[src/rtl/alu_pkg.sv]
// Purpose : shared operation encodings and types for the 8-bit ALU.
// Latency : n/a (declarations only).
// Backpressure: n/a (declarations only).
package alu_pkg;

  typedef logic [3:0] alu_op_t;

  localparam int ALU_WIDTH = 8;

  localparam alu_op_t ALU_PASS_A = 4'b0000;  // a
  localparam alu_op_t ALU_INC    = 4'b0001;  // a + 1
  localparam alu_op_t ALU_ADD    = 4'b0010;  // a + b
  localparam alu_op_t ALU_ADC    = 4'b0011;  // a + b + cin
  localparam alu_op_t ALU_SUB    = 4'b0100;  // a + ~b + 1
  localparam alu_op_t ALU_SBC    = 4'b0101;  // a + ~b + cin
  localparam alu_op_t ALU_DEC    = 4'b0110;  // a - 1
  localparam alu_op_t ALU_PASS_B = 4'b0111;  // b
  localparam alu_op_t ALU_AND    = 4'b1000;  // a & b
  localparam alu_op_t ALU_OR     = 4'b1001;  // a | b
  localparam alu_op_t ALU_XOR    = 4'b1010;  // a ^ b
  localparam alu_op_t ALU_NOT_A  = 4'b1011;  // ~a
  localparam alu_op_t ALU_NOT_B  = 4'b1100;  // ~b
  localparam alu_op_t ALU_SHL    = 4'b1101;  // a << 1, zero fill
  localparam alu_op_t ALU_SHR    = 4'b1110;  // a >> 1, logical
  localparam alu_op_t ALU_ZERO   = 4'b1111;  // 0

endpackage : alu_pkg

[src/rtl/alu_comb.sv]
// Purpose : purely combinational ALU function f(a, b, cin, sel).
// Latency : 0 cycles (combinational).
// Backpressure: none; output follows inputs continuously.
//
// Ports:
//   i_a, i_b  operands (WIDTH)
//   i_cin     carry/borrow control, used by ADC and SBC only
//   i_sel     operation code (alu_op_t)
//   o_f       result (WIDTH), carry-out discarded
module alu_comb
  import alu_pkg::*;
#(
  parameter int WIDTH = ALU_WIDTH
) (
  input  logic [WIDTH-1:0] i_a,
  input  logic [WIDTH-1:0] i_b,
  input  logic             i_cin,
  input  alu_op_t          i_sel,
  output logic [WIDTH-1:0] o_f
);

  // Adder is one bit wider than the operands; the top bit is the carry-out,
  // which has no consumer and is dropped on truncation.
  logic [WIDTH:0] w_sum;
  logic           w_unused_carry;

  logic [WIDTH:0] w_a_ext;
  logic [WIDTH:0] w_b_ext;
  logic [WIDTH:0] w_nb_ext;
  logic [WIDTH:0] w_cin_ext;
  logic [WIDTH:0] w_one_ext;
  logic [WIDTH:0] w_ones_ext;

  assign w_a_ext    = {1'b0, i_a};
  assign w_b_ext    = {1'b0, i_b};
  assign w_nb_ext   = {1'b0, ~i_b};
  assign w_cin_ext  = {{WIDTH{1'b0}}, i_cin};
  assign w_one_ext  = {{WIDTH{1'b0}}, 1'b1};
  // Adding all-ones modulo 2^WIDTH is the decrement.
  assign w_ones_ext = {1'b0, {WIDTH{1'b1}}};

  always_comb begin
    w_sum = '0;
    o_f   = '0;
    case (i_sel)
      ALU_PASS_A: o_f = i_a;
      ALU_INC: begin
        w_sum = w_a_ext + w_one_ext;
        o_f   = w_sum[WIDTH-1:0];
      end
      ALU_ADD: begin
        w_sum = w_a_ext + w_b_ext;
        o_f   = w_sum[WIDTH-1:0];
      end
      ALU_ADC: begin
        w_sum = w_a_ext + w_b_ext + w_cin_ext;
        o_f   = w_sum[WIDTH-1:0];
      end
      ALU_SUB: begin
        w_sum = w_a_ext + w_nb_ext + w_one_ext;
        o_f   = w_sum[WIDTH-1:0];
      end
      ALU_SBC: begin
        // cin=1 is a plain subtract, cin=0 additionally borrows one.
        w_sum = w_a_ext + w_nb_ext + w_cin_ext;
        o_f   = w_sum[WIDTH-1:0];
      end
      ALU_DEC: begin
        w_sum = w_a_ext + w_ones_ext;
        o_f   = w_sum[WIDTH-1:0];
      end
      ALU_PASS_B: o_f = i_b;
      ALU_AND:    o_f = i_a & i_b;
      ALU_OR:     o_f = i_a | i_b;
      ALU_XOR:    o_f = i_a ^ i_b;
      ALU_NOT_A:  o_f = ~i_a;
      ALU_NOT_B:  o_f = ~i_b;
      ALU_SHL:    o_f = {i_a[WIDTH-2:0], 1'b0};
      ALU_SHR:    o_f = {1'b0, i_a[WIDTH-1:1]};
      ALU_ZERO:   o_f = '0;
      // Unknown select resolves to zero rather than holding a prior value.
      default:    o_f = '0;
    endcase
  end

  assign w_unused_carry = w_sum[WIDTH];

endmodule : alu_comb

[src/rtl/alu.sv]
// Purpose : 16-function ALU with a single registered result.
// Latency : 1 cycle; y reflects inputs sampled at the previous rising edge.
// Backpressure: none; no enable or handshake, y updates every cycle.
//
// Ports:
//   clk    clock, rising edge
//   rst_n  asynchronous active-low reset, clears y immediately
//   a, b   operands (WIDTH)
//   cin    carry/borrow control for ADC and SBC
//   sel    operation code (alu_pkg encodings)
//   y      registered result (WIDTH)
module alu
  import alu_pkg::*;
#(
  parameter int WIDTH = ALU_WIDTH
) (
  input  logic             clk,
  input  logic             rst_n,
  input  logic [WIDTH-1:0] a,
  input  logic [WIDTH-1:0] b,
  input  logic             cin,
  input  logic [3:0]       sel,
  output logic [WIDTH-1:0] y
);

  logic [WIDTH-1:0] w_f;
  logic [WIDTH-1:0] r_y;

  alu_comb #(
    .WIDTH (WIDTH)
  ) u_alu_comb (
    .i_a   (a),
    .i_b   (b),
    .i_cin (cin),
    .i_sel (sel),
    .o_f   (w_f)
  );

  always_ff @(posedge clk or negedge rst_n) begin
    if (!rst_n) begin
      r_y <= '0;
    end else begin
      r_y <= w_f;
    end
  end

  assign y = r_y;

endmodule : alu

[config.mk]
export PLATFORM = sky130hd
export DESIGN_NAME = alu
export DESIGN_NICKNAME = d
export VERILOG_FILES = /design/src/rtl/alu_pkg.sv /design/src/rtl/alu_comb.sv /design/src/rtl/alu.sv
export SDC_FILE = /design/constraint.sdc
export NUM_CORES = 1
export LEC_CHECK = 0
export CAP_MARGIN = 5
export CORE_UTILIZATION = 50
export CTS_BUF_LIST = sky130_fd_sc_hd__clkbuf_16
export DETAILED_ROUTE_END_ITERATION = 12
export PLACE_DENSITY = 0.81
export SYNTH_ARGS = -nofsm -noshare
export SYNTH_HDL_FRONTEND = slang
export SYNTH_SLANG_ARGS = --single-unit
[constraint.sdc]
create_clock -name clk -period 0.8 [get_ports clk]
set_clock_uncertainty 0.2 [all_clocks]
set_input_delay 0.16 -clock clk [delete_from_list [all_inputs] [get_ports clk]]
set_output_delay 0.16 -clock clk [all_outputs]
set_load 0.03 [all_outputs]
==> summary.txt, run 1 <==
Status
  – Outcome: did not finish
  – Stop stage: global routing
  – First Err: [ERROR DPL-0038] Utilization greater than 100%, impossible to legalize

Floorplan
  – Ports: 31
  – Die width: roughly 76 um
  – Initial Util: roughly 53%
  – Row count: 26
  – Die height: approximately 76 um

Clocking
  – Num CTS Buffers: 3
  – Clock buffer depth: 2
  – H-Tree Depth: 1
  – Root Buffer: clkbuf_16
  – CTS sink cnt: 8

Logic synthesis
  – Synth cell count leaders: nor2_1, ha_1, a21oi_1, inv_1, xnor2_1
  – Yosys top cell area share: 15.5%
  – Yosys warns: 0
  – Most common cell in the netlist: nor2_1
  – Register area share after synthesis: roughly 7.3%
  – Synth Cell Area: between 0.002 and 0.003 mm^2
  – Number of synthesized register bits: 8
  – Post-synth EDFFs: 0
  – Ys async rst share: 100%
  – Syn Nets: about 430
  – Synth area leader: ha_1
  – Syn avg cell area: 7.50 um^2
  – Cells after Synth: about 370
  – Ys flop type: dfrtp_1
  – Top cells by area, synth: ha_1, xnor2_1, dfrtp_1, a21oi_1, nor2_1
  – Synth cell types: 71

Placed design
  – Placed Cells: around 560
  – RePlAce Congestion: between 1 and 1.5
  – Pre-CTS WS: -2.40 ns
  – Hpwl dp: around 8.1 mm
  – I/O Buffers: 30

STA
  – Worst Endpoint after GRT Repair: y[6]$_DFF_PN0_/D
  – Worst EP kind: sequential cell input

GRT
  – Largest net degree at the start of global routing: 29
## per-stage QoR
stage               TNS (ns)  cell area [um^2]  hold slack (ns)
CTS                   -13.74              4780           0.0557
detailed placement    -17.69              3930            0.293
floorplan             -10.73              2890           -0.336
global placement      -17.47              3930            0.293
## cells by family after synthesis
kind of cell    share of synthesized area [%]
simple gates                             20.2
mux                                      3.06
fa+ha+maj                                17.7
buf+inv                                  9.55
compound gates                           31.9
flops                                    7.31
xor+xnor                                 10.2
## timing repair
| action | in CTS |
|---|---|
| cloned | 2 |
| resized for setup | 162 |
| hold buffers | 0 |
| setup endpoints to repair | 16 |
| buffers inserted | 31 |
| pin swaps | 70 |
| endpoints found under the hold margin | 0 |
==> run 2: changes to the inputs <==
--- a/config.mk
+++ b/config.mk
@@ -6,10 +6,9 @@
 export NUM_CORES = 1
 export LEC_CHECK = 0
 export CAP_MARGIN = 5
-export CORE_UTILIZATION = 50
-export CTS_BUF_LIST = sky130_fd_sc_hd__clkbuf_16
+export CORE_UTILIZATION = 35
 export DETAILED_ROUTE_END_ITERATION = 12
-export PLACE_DENSITY = 0.81
+export PLACE_DENSITY_LB_ADDON = 0.15
 export SYNTH_ARGS = -nofsm -noshare
 export SYNTH_HDL_FRONTEND = slang
 export SYNTH_SLANG_ARGS = --single-unit
==> run 2 against run 1 <==
The flow now finishes, with violations (negative setup slack). Area after synthesis unchanged. Synthesized cell count is the same.
==> summary.txt, run 2 <==
STA
  – Setup WS post-layout: -1.62 ns
  – Max-slew headroom: 61.0%
  – Final-report hold violation count: 0
  – Part of the cycle the worst path needs: 303%
  – Pins Over Slew Limit: 0
  – FMAX: ~0.41 GHz
  – Final min period: around 2.4 ns
  – Final-report setup violation count: 16
  – Worst-margin pin slew: approximately 0.6 ns
  – RSZ-0062 raised after global routing: yes

Drt
  – Drt initial violations: about 310
  – Drt total wl: 11.3 mm
  – Vias per cell: slightly below 6
  – First drt pass iteration count: 6
  – Post-DRT Antenna Nets: 0
  – Drc violations: 0
  – Drt wl/cell: 18.2 um
  – Vias: between 3000 and 4000

Cells and area
  – Area occupied by multi-input gates: around 0.0030 mm^2
  – Commonest cells after routing, fill and taps aside: buf_4, nor2_1, buf_6
  – Synth-to-layout area growth: 82.3%
  – Commonest non-fill, non-tap cell in the layout: buf_4
  – Sequential cell area: between 200 and 250 um^2
  – Antenna fix cells: 0
  – Largest register FFs: 8
  – # fillers: roughly 580
  – Layout cells sized above 1: between 50 and 60%
  – Core Util, Final: 67.4%
  – # nets final: 581

Floorplan
  – Row count: 31
  – Core area: ~0.0074 mm^2
  – Ports: 31
  – Die width: roughly 90 um
  – Initial Util: 37.0%
  – Die height: roughly 90 um
  – Die area: ~0.0082 mm^2

Placed design
  – RePlAce Congestion: ~0.85
  – I/O Buffers: 30
  – Hpwl dp: 8.00 mm

Logic synthesis
  – Synth cell count leaders: nor2_1, ha_1, a21oi_1, inv_1, xnor2_1
  – Ys async rst share: 100%
  – Syn avg cell area: approximately 7.5 um^2
  – Yosys warns: 0
  – Cells after Synth: approximately 370
  – Most common cell in the netlist: nor2_1
  – Top cells by area, synth: ha_1, xnor2_1, dfrtp_1, a21oi_1, nor2_1
  – Synth Area in Adders: between 10% and 20%
  – Register area share after synthesis: 7.31%
  – Number of synthesized register bits: 8
  – Synth area leader: ha_1
  – Main combinational cell family by area after synthesis: compound AO/OA/AOI/OAI gates
  – Syn Nets: 425
  – Ys flop type: dfrtp_1
  – Post-Synth Simple-Gate Area: about a fifth
  – Synth Area in Compound Gates: roughly a third
  – Mux contribution to synthesized area: 3.06%
  – Post-synth EDFFs: 0
  – Synth Cell Area: 0.00274 mm^2
  – Xor and xnor area share after synthesis: between 10% and 20%
  – Yosys top cell area share: between 15 and 20%
  – Synth cell types: 71

Clocking
  – Clock buffer depth: 2
  – Num CTS Buffers: 3
  – Clock-pin slew on the worst setup and hold paths: 0.04 ns
  – TritonCTS clock tree: done
  – CTS sink cnt: 8
  – Root Buffer: clkbuf_8
  – Hold Buf Count CTS: 0
  – H-Tree Depth: 1

GRT
  – First-pass GRT wire length: around 18 mm
  – Largest net degree at the start of global routing: 28
  – Gr ovfl total: 0
  – Vias in the first global route: roughly 3500
  – Antenna violations before repair: 0
  – GRT Total Usage: 27.1%

Worst setup path
  – CP Max Fanout: 4
  – Critical Path Sink Type: register
  – Arr. time, crit path: ~2.3 ns
  – CP Launch Type: primary input
  – WP data required: ~0.7 ns
  – Worst setup path class: primary input to register

Status
  – Outcome: finished with violations
  – Failing checks: negative setup slack

Flow run
  – Max-Cap Viols: 0

Power and ir drop
  – Pwr dens: between 1000 and 1500 mW/mm^2
  – Peak supply drop: approximately 0.00039 V
  – Pleak: approximately 2.1 nW
  – Tot Pwr: about 5.0 mW

Hold path
  – Worst Hold Class: primary input to async pin
## run 2: power by group
part / switching [mW] / leakage (nW) / internal (mW)
Combinational: 1.96 / 2.02 / 2.02
Clock: 0.162 / 0.0228 / 0.346
Sequential: 0.0329 / 0.0889 / 0.487
Total: 2.16 / 2.13 / 2.85
## run 2: critical path, cell delays in order
cell and delay (ns):
buf_8 0.11, clkinv_8 0.04, nand2_4 0.04, nor2_4 0.22
inv_2 0.06, fa_2 0.35, inv_1 0.08, a21oi_1 0.07
o21bai_1 0.20, a21o_1 0.14, a21oi_1 0.07, xnor2_1 0.13
a221o_1 0.34, a221oi_2 0.22, nor2_1 0.08
## run 2: layout make-up
class | count | area share (%)
clock buffer | 4 | 0.903
inverter | 31 | 3.06
multi-input combinational | 306 | 59.4
sequential | 8 | 4.19
tap | 99 | 2.48
timing repair buffer | 171 | 30.0
## run 2: cell families after synthesis
family | count (synthesis)
AO/OA/AOI/OAI | 120
AND/OR/NAND/NOR | 110
buffers and inverters | 51
adder cells (fa/ha/maj) | 37
XOR/XNOR | 32
flip-flops | 8
multiplexers | 7
## run 2: timing repair
item | 4_1_cts | 5_1_grt
cloned | 0 | 1
buffers inserted | 22 | 6
pin swaps | 62 | 59
gates resized for setup | 158 | 58
setup endpoints to repair | 16 | 16
## run 2: metal layers
metal	routed length (um)	track usage, %	vias to the layer above
li1	-	-	1650
met1	4860	37.0	1702
met2	5300	44.8	198
met3	831	2.95	34
met4	297	7.66	0
met5	0	0	-
## run 2: worst paths after layout
path,start,end,slack [ns],depth (start not counted)
worst min-delay path,rst_n,y[2],0.05,2
min in group clk,a[0],y[0],0.18,4
max in group asynchronous,rst_n,y[4],0.24,2
worst max-delay path,sel[3],y[6],-1.62,15
## run 2: metrics by stage
step | cells | setup slack [ns] | hold WS, ns | setup TNS (ns) | area (um^2)
2_1_floorplan | 365 | -1.78 | -0.336 | -10.73 | 2890
3_3_place_gp | 595 | -2.40 | 0.289 | -17.66 | 4050
3_5_place_dp | 595 | -2.46 | 0.292 | -17.90 | 4050
4_1_cts | 617 | -1.64 | 0.0488 | -13.54 | 4730
5_1_grt | 619 | -1.73 | 0.0633 | -14.04 | 4990
6_report | 619 | -1.62 | 0.0510 | -13.28 | 4990
(Power assumes the default switching activity.)
==> run 3: changes to the inputs <==
--- a/config.mk
+++ b/config.mk
@@ -9,6 +9,7 @@
 export CORE_UTILIZATION = 35
 export DETAILED_ROUTE_END_ITERATION = 12
 export PLACE_DENSITY_LB_ADDON = 0.15
+export SKIP_LAST_GASP = 1
 export SYNTH_ARGS = -nofsm -noshare
 export SYNTH_HDL_FRONTEND = slang
 export SYNTH_SLANG_ARGS = --single-unit
==> run 3 against run 2 <==
First-iteration DRC count grew 25%. Critical endpoint unchanged. Sequential share of layout area is essentially flat. Via count grew 0.17%. Worst hold slack lost 0.0019 ns. Sequential power is essentially flat. Clock power grew 1%. Worst setup slack lost 0.027 ns. Count of clock-buffer cells in the layout is the same. Critical path type unchanged. Routed wire length grew 1.5%. Fmax shrank 1.1%. Flip-flop and latch count is the same. Largest cell class unchanged. Core utilization grew 0.32 points. The run still ends with negative setup slack left.
==> summary.txt, run 3 (synthesis gave the netlist of run 2 again) <==
STA
  – Max-slew headroom: 59.8%
  – FMAX: 0.408 GHz
  – Final min period: between 2 and 2.5 ns
  – Final-report hold violation count: 0
  – Pins Over Slew Limit: 0
  – Part of the cycle the worst path needs: 306%
  – Setup WS post-layout: -1.65 ns
  – RSZ-0062 raised after global routing: yes
  – Worst-margin pin slew: ~0.60 ns
  – Final-report setup violation count: 16

GRT
  – Met3 capacity usage during global routing: 2.86%
  – Grt met2 use: a little under half
  – GRT Total Usage: 27.0%
  – M1 GR Usage: 37.1%
  – Vias in the first global route: around 3500
  – Largest net degree at the start of global routing: 28
  – First-pass GRT wire length: around 18 mm
  – Most used routing layer: met2
  – Gr ovfl total: 0
  – Antenna violations before repair: 0

Placed design
  – I/O Buffers: 30
  – Hpwl dp: 8.00 mm
  – RePlAce Congestion: ~0.85
  – Placed cell area: 0.00405 mm^2

Drt
  – Vias per cell: between 5 and 6
  – Vias: 3590
  – Drt wl/cell: between 15 and 20 um
  – Drt total wl: 11.5 mm
  – Drt initial violations: 389
  – First drt pass iteration count: 5
  – Post-DRT Antenna Nets: 0
  – Drc violations: 0

Worst setup path
  – Arr. time, crit path: about 2.4 ns
  – Worst setup path class: primary input to register
  – Critical Path Sink Type: register
  – WP data required: ~0.7 ns
  – CP Max Fanout: 4
  – CP Launch Type: primary input

Clocking
  – Hold Buf Count CTS: 0
  – Num CTS Buffers: 3
  – Clock-pin slew on the worst setup and hold paths: approximately 0.040 ns
  – H-Tree Depth: 1
  – Root Buffer: clkbuf_8
  – CTS sink cnt: 8
  – TritonCTS clock tree: done
  – Clock buffer depth: 2

Power and ir drop
  – Peak supply drop: approximately 0.0004 V
  – Pwr dens: approximately 1000 mW/mm^2
  – Pleak: between 2 and 2.5 nW

Cells and area
  – Layout cells sized above 1: 56.5%
  – Antenna fix cells: 0
  – Commonest non-fill, non-tap cell in the layout: buf_4
  – # nets final: 583
  – Largest register FFs: 8
  – Commonest cells after routing, fill and taps aside: buf_4, nor2_1, buf_6
  – Area occupied by multi-input gates: roughly 0.0030 mm^2
  – Synth-to-layout area growth: 83.1%
  – # fillers: slightly below 600
  – Sequential cell area: between 200 and 250 um^2
  – Final Cell Area: about 0.0050 mm^2
  – Core Util, Final: about two thirds

Status
  – Failing checks: negative setup slack
  – Outcome: finished with violations

Floorplan
  – Die width: about 90 um
  – Row count: 31
  – Initial Util: about 37%
  – Ports: 31
  – Die area: 0.00818 mm^2
  – Core area: ~0.0074 mm^2
  – Die height: 90.4 um

Hold path
  – Worst Hold Class: primary input to async pin

Flow run
  – Max-Cap Viols: 0
==> run 3: cell types whose count changed in the layout (fill, tap and decap cells not counted) <==
cell,change
buf_4,+2
a221oi_1,+1
a221oi_2,-1
buf_12,+1
buf_6,-1
buf_8,-1
clkbuf_16,+1
mux2i_1,+1
mux2i_2,-1
==> run 3: what timing repair did <==
action	CTS	global route
gates cloned	0	2
gates resized for setup	154	57
buffers inserted	22	7
setup endpoints to repair	16	16
pin swaps	62	58
==> run 3: where the power goes <==
part           internal [mW]  total (mW)  switching [mW]
logic                   2.03        3.99            1.96
registers              0.487       0.519          0.0323
clock network          0.346       0.513           0.167
total                   2.86        5.02            2.16
==> run 3: final timing paths <==
kind / from / to / slack [ns] / cells past startpoint
setup / recovery: sel[3] / y[6] / -1.65 / 15
hold / removal: rst_n / y[2] / 0.05 / 2
max in group asynchronous: rst_n / y[4] / 0.24 / 2
min in group clk: a[0] / y[0] / 0.17 / 4
==> run 3: layout make-up <==
cell class	count	area share (%)
multi-input combinational	306	58.9
timing repair buffer	173	30.5
sequential	8	4.17
inverter	31	3.04
tap	99	2.47
clock buffer	4	0.898
==> run 3: per-layer routing <==
metal  wire length [um]  share of wire (%)  vias to the layer above
li1                   -                  -                     1663
met1               4670                 41                     1679
met2               5460                 48                      216
met3               1090                9.5                       32
met4                234                2.0                        0
met5                  0                  0                        -
==> run 3: metrics by stage <==
stage	power [mW]	hold WS (ns)	worst slack (ns)	instances	setup TNS [ns]
after global placement	3.50	0.289	-2.40	595	-17.66
after detailed placement	3.52	0.292	-2.46	595	-17.90
final	5.02	0.0491	-1.65	621	-13.34
after floorplan	2.24	-0.336	-1.78	365	-10.73
after global routing	5.29	0.0682	-1.75	621	-14.13
after CTS	4.61	0.0488	-1.64	617	-13.59
==> run 3: worst max-delay path: stages <==
cell and delay [ns]:
buf_8 0.11, clkinv_8 0.04, nand2_4 0.04, nor2_4 0.22, inv_2 0.06, fa_2 0.35, inv_1 0.08, a21oi_1 0.07
o21bai_1 0.23, a21o_1 0.15, a21oi_1 0.07, xnor2_1 0.13, a221o_1 0.34, a221oi_2 0.22, nor2_1 0.08
==> run 4: changes to the inputs <==
--- a/config.mk
+++ b/config.mk
@@ -9,6 +9,7 @@
 export CORE_UTILIZATION = 35
 export DETAILED_ROUTE_END_ITERATION = 12
 export PLACE_DENSITY_LB_ADDON = 0.15
+export SETUP_SLACK_MARGIN = 0.4
 export SKIP_LAST_GASP = 1
 export SYNTH_ARGS = -nofsm -noshare
 export SYNTH_HDL_FRONTEND = slang
==> run 4 against run 3 <==
The run ends with negative hold slack, negative setup slack left. Critical path depth decreased by 2. Via count shrank 1.6%. Global-route usage hardly changed. Core utilization is 1.3 points lower. Critical path type unchanged. Critical endpoint is now y[7].
==> summary.txt, run 4 (synthesis gave the netlist of run 2 again) <==
Worst setup path
  – Arr. time, crit path: 2.34 ns
  – CP Max Fanout: 3
  – CP max stage delay: about 0.41 ns
  – Crit path buf inv count: 3
  – WP data required: ~0.7 ns
  – Stages on worst setup path: 13
  – Delay-heaviest family, CP: adder cells
  – Critical Path Sink Type: register
  – Worst setup path class: primary input to register
  – Crit-path cells: buf_8, buf_6, ha_4, fa_2, inv_2, mux2i_1, xnor2_1, nand3_1, a21oi_2, nand3b_1, xnor2_2, a221oi_2, a211oi_2
  – Critical path's slowest cell: fa_2
  – Critical path startpoint: a[0]
  – CP Launch Type: primary input

Floorplan
  – Die width: 90.4 um
  – Initial Util: a little under two fifths
  – Die area: roughly 0.0082 mm^2
  – Die height: approximately 90 um
  – Core area: between 0.007 and 0.008 mm^2
  – Row count: 31
  – Ports: 31

Clocking
  – Num CTS Buffers: 3
  – Clock buffer depth: 2
  – TritonCTS clock tree: done
  – Root Buffer: clkbuf_8
  – H-Tree Depth: 1
  – CTS sink cnt: 8
  – Clock-pin slew on the worst setup and hold paths: approximately 0.040 ns

Placed design
  – Placed Cells: 595
  – Placed cell area: roughly 0.004 mm^2
  – I/O Buffers: 30
  – RePlAce Congestion: 0.851
  – Hpwl dp: between 8 and 9 mm

Power and ir drop
  – Pwr dens: 1000 mW/mm^2
  – Tot Pwr: a little under 5 mW
  – Peak supply drop: 0.000376 V
  – Pleak: around 2.1 nW

GRT
  – Vias in the first global route: approximately 3500
  – Largest net degree at the start of global routing: 28
  – First-pass GRT wire length: roughly 18 mm
  – GRT Total Usage: a little over a quarter
  – Gr ovfl total: 0
  – Antenna violations before repair: 0

Cells and area
  – Core Util, Final: approximately 66%
  – Layout cells sized above 1: 54.8%
  – Fin cells: 625
  – Largest register FFs: 8
  – Antenna fix cells: 0
  – Commonest non-fill, non-tap cell in the layout: buf_4
  – Final Cell Area: 0.00491 mm^2
  – Commonest cells after routing, fill and taps aside: buf_4, nor2_1, buf_6
  – Synth-to-layout area growth: 79.5%
  – # nets final: 587

STA
  – Final min period: about 2.4 ns
  – WHS: -0.220 ns
  – RSZ-0062 raised after global routing: yes
  – FMAX: just over 0.4 GHz
  – Final-report setup violation count: 16
  – Setup WS post-layout: -1.63 ns
  – Pins Over Slew Limit: 0
  – Worst-margin pin slew: about 0.63 ns
  – Part of the cycle the worst path needs: 304%
  – Max-slew headroom: a little under 60%
  – Final-report hold violation count: 8
  – Setup_tns: -13.85 ns

Drt
  – Post-DRT Antenna Nets: 0
  – Vias: about 3500
  – Drt wl/cell: 17.9 um
  – Drt total wl: between 10 and 15 mm
  – Drc violations: 0
  – First drt pass iteration count: 5
  – Vias per cell: roughly 5.7
  – Drt initial violations: 330

Status
  – Failing checks: negative hold slack, negative setup slack
  – Outcome: finished with violations

Flow run
  – Max-Cap Viols: 0

Hold path
  – Worst Hold Class: primary input to async pin
run 4: final timing paths:
path                        end  slack, ns
setup / recovery           y[7]      -1.63
hold / removal             y[2]      -0.22
max in group asynchronous  y[5]       0.51
min in group clk           y[0]       0.16
run 4: timing repair:
action | 4_1_cts | 5_1_grt
setup endpoints to repair | 24 | 16
setup buffers | 22 | 4
gates resized for setup | 159 | 33
pin swaps | 62 | 39
hold endpoints to repair | 8 | 8
run 4: area by class of cell:
cell class                      count  area (um^2)
Sequential cell                     8          209
Timing Repair Buffer              177         1510
Multi-Input combinational cell    306         2880
Inverter                           31          146
Fill cell                         601         2490
Clock buffer                        4         45.0
Tap cell                           99          124
run 4: power breakdown:
part / internal (mW) / switching (mW) / total [mW] / leakage (nW)
Combinational: 1.98 / 1.92 / 3.90 / 2.03
Clock: 0.346 / 0.162 / 0.508 / 0.0228
Sequential: 0.487 / 0.0314 / 0.518 / 0.0889
Total: 2.81 / 2.11 / 4.92 / 2.14
run 4: stage by stage:
step / hold WS, ns / setup slack, ns
floorplan: -0.336 / -1.78
detailed placement: 0.292 / -2.46
global route: -0.210 / -1.74
CTS: -0.219 / -1.64
global placement: 0.289 / -2.40
finish: -0.220 / -1.63
run 4: metal layers:
| layer | share of wire [%] | vias up | track usage, % |
|---|---|---|---|
| met5 | 0 | - | 0 |
| met4 | 1.2 | 0 | 5.11 |
| met3 | 7.4 | 18 | 2.36 |
| met2 | 48 | 171 | 46.4 |
| met1 | 43 | 1678 | 36.8 |
| li1 | - | 1665 | - |
==> patch 1: new RTL, settings of run 4 <==
Put one more register stage on the output `y`. The value now appears one clock later. Comments in the files are not updated.
--- a/src/rtl/alu.sv
+++ b/src/rtl/alu.sv
@@ -46,3 +46,5 @@
 
-  assign y = r_y;
+  always_ff @(posedge clk) begin
+    y <= r_y;
+  end
 
Behaviour: not the same (a bounded check fails within 4 cycles, from zero or initial values and one cycle with rst_n low).
==> patch 1 against run 4 <==
Largest cell class unchanged. Sequential cell count rose by 8. Synthesized cell count rose by 2.2%. Setup slack improved by 0.027 ns. The flow still finishes with violations (hold timing, setup timing). Largest power group unchanged. Wire length rose by 2.7%. Global-route usage rose by 0.086 points. Final area rose by 4.3%. Sequential power rose by 97%. Highest routed layer unchanged. Power rose by 12%. Worst hold slack got worse by 0.028 ns. Via count rose by 1.1%. Area after synthesis rose by 5.9%.
==> patch 1: results (changes against run 4) <==
run_status: "finished, violations left"
drive_above_1_share_pct: 54.2  # -0.52 points
hold_ws_ns: -0.248  # -0.0279 ns
fin_ws_ns: -1.61  # +0.0271 ns
timing.final.hold_violations: 8  # unchanged
synthMuxAreaShare_pct: 2.89  # -0.17 points
worst_case_vdd_ir_drop_uv: 552  # +47%
clk_transition_reported_paths_ns: 0.07  # +0.03 ns
setup_violations: 16  # unchanged
wirelength_mm: 11.5  # +2.7%
failed_checks: "hold timing, setup timing"
metal3_wl_um: 641  # -22%
via_count: 3572  # +1.1%
drt-met1-wl_mm: 5.14  # +6.8%
yosysUniqueCellTypes: 72  # +1.4%
global_route_wire_length_before_repair_mm: 18.3  # +2.4%
synth-main-ff-cell: "sky130_fd_sc_hd__dfxtp_1"
initialDrtViolationCount: 252  # -24%
place_ws_ns: -2.37  # +0.0971 ns
grt_pass1_vias: 3671  # +6.2%
globalplace.congestion: 0.872  # +2.4%
grtUsageTotal_pct: 27.1  # +0.086 points
leakage_component_of_the_power_nw: 2.23  # +4.3%
timing.critical_path.from: "b[0]"
worst_pin_slew_ns: 0.507  # -0.121 ns
synth-adder-area-share_pct: 16.8  # -0.98 points
cp-endpoint: "r_y[7]$_DFF_PN0_"
internal_power_mw: 3.30  # +17%
patch 1: area by class of cell:
cell class | count | area [um^2]
fillers | 655 | 2720
flip-flops and latches | 16 | 390
repair buffers | 187 | 1590
well taps | 102 | 128
clock buffers | 3 | 41.3
clock inverters | 1 | 3.75
multi-input cells | 306 | 2820
inverters | 31 | 151
patch 1: how the worst min path moves through the flow:
stage	startpoint	slack, ns	to	cells past startpoint
4_1_cts	rst_n	-0.24	r_y[4]$_DFF_PN0_	2
3_3_place_gp	r_y[0]$_DFF_PN0_	0.12	y[0]$_DFF_P_	0
2_1_floorplan	rst_n	-0.34	r_y[0]$_DFF_PN0_	0
3_5_place_dp	r_y[0]$_DFF_PN0_	0.13	y[0]$_DFF_P_	0
6_report	rst_n	-0.25	r_y[4]$_DFF_PN0_	2
5_1_grt	rst_n	-0.23	r_y[5]$_DFF_PN0_	2
patch 1: through the flow:
stage          utilization, %  instances  setup TNS [ns]  total power, mW  instance area [um^2]
6_report                 65.3        646          -13.40             5.51                  5120
5_1_grt                  65.3        646          -14.23             5.80                  5120
4_1_cts                  64.1        644          -13.06             5.32                  5030
3_5_place_dp             53.9        605          -17.16             4.03                  4230
3_3_place_gp             53.9        605          -17.04             4.00                  4230
2_1_floorplan               -        373          -10.67             2.74                  3070
patch 1: power by group through the flow:
| stage | logic (mW) | clock network, mW | registers [mW] |
|---|---|---|---|
| final | 3.86 | 0.632 | 1.02 |
| after global placement | 2.98 | 0 | 1.02 |
| after detailed placement | 3.00 | 0 | 1.03 |
| after CTS | 3.67 | 0.621 | 1.03 |
| after floorplan | 1.58 | 0 | 1.17 |
| after global routing | 4.11 | 0.650 | 1.04 |
patch 1: cell families (layout without fill, tap and decap cells):
family          after synthesis  after routing
compound gates              120            120
simple gates                110            110
buf+inv                      51            222
fa+ha+maj                    37             37
xor+xnor                     32             32
flops                        16             16
mux                           7              7
patch 1: timing repair:
action                                 in CTS  in global routing
setup endpoints to repair                  32                 24
setup buffers                              35                  2
pin swaps                                  73                 32
endpoints found under the hold margin       8                  8
gates cloned                                0                  0
gates resized for setup                   171                 19
patch 1: metal layers:
metal,vias to the layer above,GRT usage [%]
met1,1682,35.7
li1,1697,-
met5,-,0
met2,165,46.3
met4,0,10.0
met3,28,1.71
==> patch 2: new RTL, config.mk and constraints of run 4 <==
Without the edit above. Set the package constant `ALU_WIDTH` to 12 (it was 8).
--- a/src/rtl/alu_pkg.sv
+++ b/src/rtl/alu_pkg.sv
@@ -7,3 +7,3 @@
 
-  localparam int ALU_WIDTH = 8;
+  localparam int ALU_WIDTH = 12;
 
Ports: changed (resized a, b and y); port bits go from 31 to 43. No check against the original RTL was run, so the function may have changed too.
==> patch 2 against run 4 <==
The run still ends with hold timing, setup timing left. Synthesized cell count rose by 57%. Area after synthesis rose by 49%. Wire length rose by 88%. Critical path depth rose by 1. Sequential cell count rose by 4. Power rose by 64%. First-iteration DRC count rose by 60%. Setup slack got worse by 0.49 ns. Utilization rose by 3.9 points. Via count rose by 64%. Count of clock-buffer cells in the layout did not move. Final area rose by 63%. Critical endpoint is now y[11]$_DFF_PN0_. Largest cell class unchanged.
==> patch 2: results (changes against run 4) <==
cp.arrival_ns: 2.83  # +0.49 ns
nFillCells: 897  # +49%
yosysUniqueCellTypes: 68  # -4.2%
hold_ws_ns: -0.206  # +0.0133 ns
worst_path_max_delay_cell: "sky130_fd_sc_hd__a2111o_1"
worst_pin_slew_ns: 0.381  # -0.247 ns
synth-main-ff-cell: "sky130_fd_sc_hd__dfrtp_1"
mappedNetlistNets: 660  # +55%
global_route_wire_length_before_repair_mm: 30.6  # +72%
synthArstFlopShare_pct: 100  # unchanged
antenna_violations_before_repair: 0  # unchanged
grt-ovfl-total: 0  # unchanged
setup_violations: 24  # +8
place_ws_ns: -2.86  # -0.396 ns
drive_above_1_share_pct: 53.8  # -0.93 points
grtUsageTotal_pct: 33.9  # +6.9 points
clk_root_buffer_cell: "sky130_fd_sc_hd__clkbuf_16"
grt_max_degree: 40  # +43%
synth.area.top_cells: "sky130_fd_sc_hd__ha_1 (16%), sky130_fd_sc_hd__dfrtp_1 (7.4%), sky130_fd_sc_hd__a21oi_1 (5.5%)"
clock_tree.htree_level_count: 1  # unchanged
grt_pass1_vias: 5493  # +59%
clock_tree.buffer_depth: 2  # unchanged
n_antenna_cell: 0  # unchanged
synthMostInstantiatedCell: "sky130_fd_sc_hd__nor2_1"
routed_via_density: 5.67  # +0.36%
hp-class: "input port to asynchronous set/reset pin"
yosys_warnings: 0  # unchanged
clk_transition_reported_paths_ns: 0.04  # about the same
setup_total_negative_slack_ns: -25.98  # -12.13 ns
globalplace.congestion: 0.942  # +11%
worst-path-max-fanout: 4  # +1
failed_checks: "hold timing, setup timing"
worst_case_vdd_ir_drop_uv: 1660  # +340%
placement.io_buffers: 42  # +40%
largest_register_ffs: 12  # +4
detailed_place_hpwl_mm: 15.4  # +93%
yosys-top-cells-count: "sky130_fd_sc_hd__nor2_1 (57), sky130_fd_sc_hd__ha_1 (52), sky130_fd_sc_hd__a21oi_1 (45)"
synth_enable_flop_cells: 0  # unchanged
maximum_capacitance_violations: 0  # unchanged
cpPeakStageDelay_ns: 0.49  # +0.08 ns
leakage_component_of_the_power_nw: 3.60  # +68%
timing.final.hold_violations: 12  # +4
post_layout_net_count: 964  # +64%
wirelength_mm: 21.1  # +88%
critPathTopFamily: "compound AO/OA/AOI/OAI gates"
fin_ws_ns: -2.12  # -0.486 ns
seq_area_frac_synth_pct: 7.36  # +0.049 points
initialDrtViolationCount: 528  # +60%
cts-buffers-inserted: 3  # unchanged
run_status: "finished, violations left"
dr.pass1.iters: 5  # unchanged
synthDominantCellAreaShare_pct: 16.0  # +0.41 points
[patch 2: where the power goes]
group,switching (mW),internal (mW),total [mW]
registers,0.0484,0.735,0.783
logic,3.12,3.25,6.37
clock network,0.249,0.670,0.919
[patch 2: final cells by class]
class	instances	area (um^2)	share of cell area, %
Timing Repair Buffer	330	2860	35.8
Tap cell	143	179	2.24
Sequential cell	12	314	3.93
Clock buffer	4	78.8	0.987
Inverter	38	161	2.02
Multi-Input combinational cell	493	4390	55.0
[patch 2: timing repair]
action / 4_1_cts / 5_1_grt
resized for setup: 174 / 73
pin swaps: 59 / 44
setup endpoints to repair: 36 / 29
cloned: 1 / 4
endpoints found under the hold margin: 12 / 12
setup buffers: 34 / 24
[patch 2: logic make-up after synthesis]
family	count (synthesis)	synth area share [%]
fa+ha+maj	55	17.4
flops	12	7.36
xor+xnor	47	10.1
mux	12	3.01
compound gates	196	33.4
simple gates	183	22.1
buf+inv	69	6.63
[patch 2: through the flow]
stage | std cells | instance area, um^2 | hold slack (ns)
after floorplan | 574 | 4430 | -0.336
after global placement | 953 | 6540 | 0.302
after detailed placement | 953 | 6540 | 0.305
after CTS | 992 | 7420 | -0.267
after global routing | 1020 | 7990 | -0.193
final | 1020 | 7990 | -0.206
[patch 2: metal layers]
| metal | up-vias | wire, um | global-route usage [%] |
|---|---|---|---|
| li1 | 2743 | - | - |
| met4 | 0 | 767 | 9.52 |
| met2 | 278 | 9330 | 54.0 |
| met3 | 47 | 1730 | 4.39 |
| met1 | 2717 | 9240 | 47.3 |
| met5 | - | 0 | 0 |
[patch 2: worst max path at each step]
stage	startpoint	end	slack [ns]	cells after the start
2_1_floorplan	sel[0]	y[11]$_DFF_PN0_	-2.24	14
3_3_place_gp	sel[3]	y[11]$_DFF_PN0_	-2.79	18
3_5_place_dp	sel[3]	y[11]$_DFF_PN0_	-2.86	18
4_1_cts	b[0]	y[11]$_DFF_PN0_	-2.18	15
5_1_grt	b[5]	y[11]$_DFF_PN0_	-2.25	14
6_report	a[1]	y[11]$_DFF_PN0_	-2.12	14
